## config.mk

```make
export PLATFORM = sky130hd
export DESIGN_NAME = quotient_collector
export DESIGN_NICKNAME = d
export VERILOG_FILES = /design/src/rtl/quotient_collector.sv
export SDC_FILE = /design/constraint.sdc
export NUM_CORES = 1
export LEC_CHECK = 0
export ABC_AREA = 1
export CAP_MARGIN = 20
export CORE_MARGIN = 1
export CORE_UTILIZATION = 50
export DETAILED_ROUTE_END_ITERATION = 16
export GPL_ROUTABILITY_DRIVEN = 1
export GPL_TIMING_DRIVEN = 0
export PLACE_DENSITY = 0.72
export SYNTH_ARGS = -nofsm -noshare
export SYNTH_HDL_FRONTEND = slang
export SYNTH_SLANG_ARGS = --single-unit
```

## constraint.sdc

```tcl
create_clock -name clock -period 3.05 [get_ports clock]
set_input_delay 0.61 -clock clock [delete_from_list [all_inputs] [get_ports clock]]
set_output_delay 0.61 -clock clock [all_outputs]
set_load 0.02 [all_outputs]
```

## src/rtl/quotient_collector.sv

```systemverilog
// quotient_collector: show-ahead FIFO that collects quotients from a pipelined divider.
// Ports:
//   clock      - rising-edge clock for all state
//   reset_n    - asynchronous active-low reset
//   q_in       - quotient from the divider, valid when q_valid=1
//   q_valid    - divider result strobe
//   clear      - synchronous flush of contents and flags, overrides write/pop
//   dout       - oldest stored quotient (0 while empty)
//   dout_valid - FIFO is non-empty
//   dout_ready - consumer accepts dout this cycle
//   count      - occupancy 0..DEPTH
//   overflow   - sticky, set when a quotient was dropped on a full FIFO
//   total      - accepted writes since reset/clear, saturating at 65535
module quotient_collector #(
  parameter int WIDTH = 8,
  parameter int DEPTH = 8
) (
  input  logic                     clock,
  input  logic                     reset_n,
  input  logic [WIDTH-1:0]         q_in,
  input  logic                     q_valid,
  input  logic                     clear,
  output logic [WIDTH-1:0]         dout,
  output logic                     dout_valid,
  input  logic                     dout_ready,
  output logic [$clog2(DEPTH):0]   count,
  output logic                     overflow,
  output logic [15:0]              total
);
  localparam int AW = $clog2(DEPTH);
  localparam logic [AW:0] full_cnt = (AW+1)'(DEPTH);
  logic [WIDTH-1:0] mem [DEPTH];
  logic [AW-1:0] rd_ptr, wr_ptr;
  logic full, pop, push;
  assign full       = count == full_cnt;
  assign dout_valid = count != '0;
  assign pop        = dout_valid & dout_ready;
  // a pop on the same edge frees the slot, so a full FIFO can still accept
  assign push       = q_valid & (~full | pop);
  assign dout       = dout_valid ? mem[rd_ptr] : '0;
  always_ff @(posedge clock or negedge reset_n) begin
    if (!reset_n) begin
      rd_ptr   <= '0;
      wr_ptr   <= '0;
      count    <= '0;
      overflow <= 1'b0;
      total    <= '0;
    end else if (clear) begin
      rd_ptr   <= '0;
      wr_ptr   <= '0;
      count    <= '0;
      overflow <= 1'b0;
      total    <= '0;
    end else begin
      if (push) wr_ptr <= wr_ptr + 1'b1;
      if (pop) rd_ptr <= rd_ptr + 1'b1;
      count    <= (push && !pop) ? count + 1'b1 : (pop && !push) ? count - 1'b1 : count;
      overflow <= overflow | (q_valid & full & ~pop);
      if (push && total != 16'hFFFF) total <= total + 1'b1;
    end
  end
  // storage is deliberately left unreset; dout is masked while empty
  always_ff @(posedge clock) begin
    if (push && !clear) mem[wr_ptr] <= q_in;
  end
endmodule

```

== Yosys cells after proc, flatten, opt, wreduce, memory -nomap -nowiden ==
Memories as Yosys holds them, arrays and structs flattened.
Index checks and enable logic that the tools add are counted.

* Bits in registers: 27
* Bits in writable memories: 64
* Memories: 1
* Input port bits: 13
* Output and inout bits: 30
* Logic and storage cells: 46

* Bitwise gates (word level): 8
* Add/sub/neg operators: 5
* Mux-type cells: 13
* Reduce and logical (&&, ||, !) cells: 12
* Equality and inequality tests: 2

{| class="wikitable"
|+ Memory list
! memory !! words !! bits a word !! rd ports !! clocked after memory_dff !! write ports !! RTL line !! source
|-
| mem || 8 || 8 || 1 || 0 || 1 || 32 || <nowiki>logic [WIDTH-1:0] mem [DEPTH];</nowiki>
|}

{| class="wikitable"
|+ Operators with widths
! kind !! count
|-
| 16-bit two-way mux || 2
|-
| 16-bit by 1-bit adder with 16-bit output, second input constant || 1
|-
| 16-bit inequality test, second input constant || 1
|-
| 3-bit two-way mux || 4
|-
| 4-bit two-way mux || 3
|-
| 8-bit two-way mux || 1
|-
| 3-bit by 1-bit adder with 3-bit output, second input constant || 2
|-
| 2-bit nonzero test || 3
|-
| 4-bit by 1-bit adder with 4-bit output, second input constant || 1
|-
| 1-bit AND || 4
|-
| 4-bit == test, second input constant || 1
|-
| 1-bit logical AND || 4
|-
| 4-bit nonzero test || 1
|-
| 4-bit by 1-bit subtractor with 4-bit output, second input constant || 1
|-
| 1-bit zero test || 3
|-
| 1-bit two-way mux || 3
|-
| 3-bit nonzero test || 1
|-
| 1-bit NOT || 2
|-
| 1-bit OR || 2
|}

== Depth between registers and ports, before layout ==
* Depth in word-level cells: 9
* Mapped depth: 13
* Gate-level depth less buffers: 12

== Least setup slack after synthesis ==
No wires, ideal clock.

* Kind: reg-to-output
* From: register rd_ptr[0]
* To: output port dout[0]
* Stages on the path, launching flop included: 8
* Path slack: 991 ps
* Arrival time: 1449 ps
* Path buffers: 2
* Cell sequence: dfrtp_1 > buf_2 > inv_1 > clkbuf_1 > nor2_1 > o22ai_1 > nor2_1 > nor2_1

* Word-level cells in the longest chain between the ends: 2

{| class="wikitable"
|+ Ends and longest elaborated chain
! what !! RTL line !! source
|-
| start: declaration || 33 || <nowiki>logic [AW-1:0] rd_ptr, wr_ptr;</nowiki>
|-
| start signal: assignment || 56 || <nowiki>if (pop) rd_ptr <= rd_ptr + 1'b1;</nowiki>
|-
| memory read 8 x 8 bit || n/a ||
|-
| 8-bit two-way mux || 40 || <nowiki>assign dout = dout_valid ? mem[rd_ptr] : '0;</nowiki>
|-
| end: declaration || 23 || <nowiki>output logic [WIDTH-1:0] dout,</nowiki>
|}

Every way passes these cells.

== Worst setup path in the final report ==
* From: register rd_ptr[0]
* To: output port dout[1]

The elaborated chain is that of the path after synthesis.

==> impl_metrics.csv <==
group,metric,value,unit
status,outcome,"complete, no violations",
routing,wirelength,9.19,mm
worst_hold_path,min-delay-path-class,"reg -> reg",
worst_hold_path,whs_path_depth,2,
sta,fin_skew,0.0102,ns
cts,post_cts_buffers,0,
synthesis,synth_cell_types,32,
floorplanning,core_area,8180,µm²
synthesis,yosys_most_used_dff,"edfxtp_1",
routing,ant_nets,0,
cells_and_area,syn2layout_area_growth,19.2,%
synthesis,syn-cell-area,4220,µm²
cts,cts_tree,"built",
power,p_leak,0.00204,µW
cts,cts_buffers,9,
global_route,grt_overflow,0,
cells_and_area,drive_gt1_share,8.21,%
floorplanning,die_width,93.9,µm
synthesis,async_reset_ff_share,29.7,%
floorplanning,dieArea,8810,µm²
place,gp_congestion,0.866,
sta,timing_hold_violations_final,0,
synthesis,synth_seq_cells,91,
place,dpl.hpwl,6.26,mm
worst_setup_path,arrival,2.15,ns
floorplanning,die_h,93.9,µm
worst_setup_path,worstSetupPathType,"reg -> out",
routing,wl_per_cell,15.8,µm
worst_setup_path,cp_slowest_cell,"dfrtp_1",
cts,root_buffer,"clkbuf_8",
sta,maxSlewHeadroom,45.9,%
sta,fin_hold_ws,0.512,ns
cells_and_area,fin_nets,489,
synthesis,yosysWarnings,0,
worst_setup_path,critPathBufInv,4,
global_route,antenna_found_initial,0,
routing,drc_errors,0,
place,numPortBuffers,41,
place,dp_slack,0.151,ns
worst_setup_path,critPathMaxStageDelay,0.40,ns
sta,tightest_slew,0.808,ns
sta,rsz0062_at_grt,"false",
worst_setup_path,critPathLaunchType,"flip-flop",
worst_setup_path,path_cells,"buf_2 > inv_2 > buf_4 > nor2_1 > o21ai_0 > o21ai_0 > nor2_1 > dlygate4sd2_1",
power,power.density,694,nW/µm²
floorplanning,rows,33,
global_route,grt_usage,22.7,%
cells_and_area,final_cells,580,
cts,htree_levels,3,
global_route,grt_pass1_vias,2978,
worst_setup_path,cp.required,2.44,ns
worst_setup_path,r2r_slack,1.07,ns
cts,cts.sinks,91,
worst_setup_path,crit_family,"buffers and inverters",
cts,clock_path_buffers,2,
routing,drt_iter0_drc,203,
global_route,grt_pass1_wl,14.8,mm
cts,clk_pin_slew,0.10,ns
place,placed_cells,564,
cells_and_area,diodes,0,
sta,drv_slew,0,
worst_setup_path,cp-end-kind,"output port",
routing,dr.pass1.iters,4,
worst_setup_path,worstPathMaxFanout,10,
power,ir_drop,242,µV
sta,period_needed,2.76,ns
synthesis,synthesis.nets,436,
sta,setup_ws,0.292,ns
worst_hold_path,worstHoldEndpoint,"overflow",
sta,setup-tns-final,0,ns
cts,clkLatencyLatePin,0.37,ns
sta,min_period_over_period,90.4,%
synthesis,ys_seq_area_share,61.6,%
floorplanning,pin_count,43,
global_route,grt_max_degree,19,
sta,fmax,363,MHz
floorplanning,start_util,51.6,%
routing,post_drt_via_cell_ratio,5.34,
job,max_cap_violations,0,
worst_setup_path,r2r_end,"mem[6][1]",
synthesis,syn-instance-count,417,
worst_setup_path,r2r-start,"count[3]",
routing,routed-via-count,3099,
synthesis,avgSynthCellArea,10.1,µm²
worst_hold_path,hold_path.startpoint,"overflow",
worst_setup_path,rr_worst_depth,6,
sta,setup_viol,0,
synthesis,synth_edf_count,64,
-- what timing repair did --
action                                  CTS  global route
hold endpoints to repair                  0             0
hold buffers                              0             0
gates cloned                              0             0
endpoints found under the setup margin    8             5
gates resized for setup                  12             8
-- logic make-up (layout without fill, tap and decap cells) --
group           count (synthesis)  after routing  synth area share [%]
xor+xnor                       10             10                  2.08
mux                             8              8                  1.90
compound gates                 65             65                  8.36
simple gates                  197            197                  20.2
fa+ha+maj                       6              6                  1.96
flops                          91             91                  61.6
buf+inv                        40             98                  3.97
-- stage by stage --
step	power (µW)	util (%)	cell area, µm²
after CTS	3500	61.3	5010
final	3490	61.5	5030
after global routing	3670	61.5	5030
after global placement	2620	58.2	4760
after floorplan	2190	-	4220
after detailed placement	2650	58.6	4790
-- Yosys cell counts (8+ instances only) --
cell	instances	share of area, %
clkbuf_1	10	0.89
dfrtp_1	27	16
edfxtp_1	64	46
inv_1	23	2.0
mux2i_1	8	1.9
nand2_1	76	6.8
nand3_1	22	2.6
nand4_1	8	1.2
nor2_1	76	6.8
o21ai_0	48	5.7
o22ai_1	8	1.2
xor2_1	8	1.7
-- cell usage in the layout, fill, tap and decap left out, types with 2 or more instances in the layout --
cell type / count
o21ai_0: 48
or2_2: 2
dfrtp_1: 27
nor2_1: 76
nand3b_1: 4
dlygate4sd2_1: 3
nand4_1: 8
clkbuf_2: 3
and2_1: 2
inv_6: 2
nand2_1: 76
clkbuf_8: 9
a21oi_1: 5
clkinv_4: 2
nand3_2: 2
inv_1: 22
mux2i_1: 8
clkdlybuf4s50_1: 33
o22ai_1: 8
clkbuf_4: 2
ha_1: 5
edfxtp_1: 64
dlymetal6s2s_1: 5
nand3_1: 22
buf_2: 5
buf_4: 2
xnor2_1: 2
clkbuf_1: 4
xor2_1: 8
-- metal layers --
layer	vias to the layer above	global-route usage, %	wire [µm]
li1	1534	-	-
met4	0	8.85	117
met3	9	3.96	512
met5	-	0	0
met2	81	36.1	4310
met1	1475	31.1	4240
-- registers in the layout, indices dropped and copies added (netlist names) --
name      count
mem          64
total        16
count         4
rd_ptr        3
wr_ptr        3
overflow      1
-- power breakdown --
group	switching (µW)	internal (µW)
clock	478	400
combinational	727	447
sequential	52.2	1380
-- final cells by class --
type	count	area (µm²)
repair buffers	42	447
flip-flops and latches	91	2600
well taps	105	131
plain buffers	17	96.3
inverters	23	86.3
multi-input cells	286	1450
fillers	677	3150
clock buffers	9	124
clock inverters	7	92.6
-- tightest hold or removal path: cells and delay by family (launching register included) --
kind | cells | cell delay [ns]
DFF | 1 | 0.36
AOI/OAI and AO/OA | 1 | 0.04
and+or+nand+nor | 1 | 0.08
-- how the worst max path moves through the flow --
stage	from	endpoint	cells after the start
global route	rd_ptr[0]	dout[1]	8
global placement	rd_ptr[0]	dout[0]	8
finish	rd_ptr[0]	dout[1]	8
floorplan	rd_ptr[0]	dout[0]	7
detailed placement	rd_ptr[0]	dout[6]	8
CTS	rd_ptr[0]	dout[2]	8
Note: power is estimated with default switching activity, not from simulation.
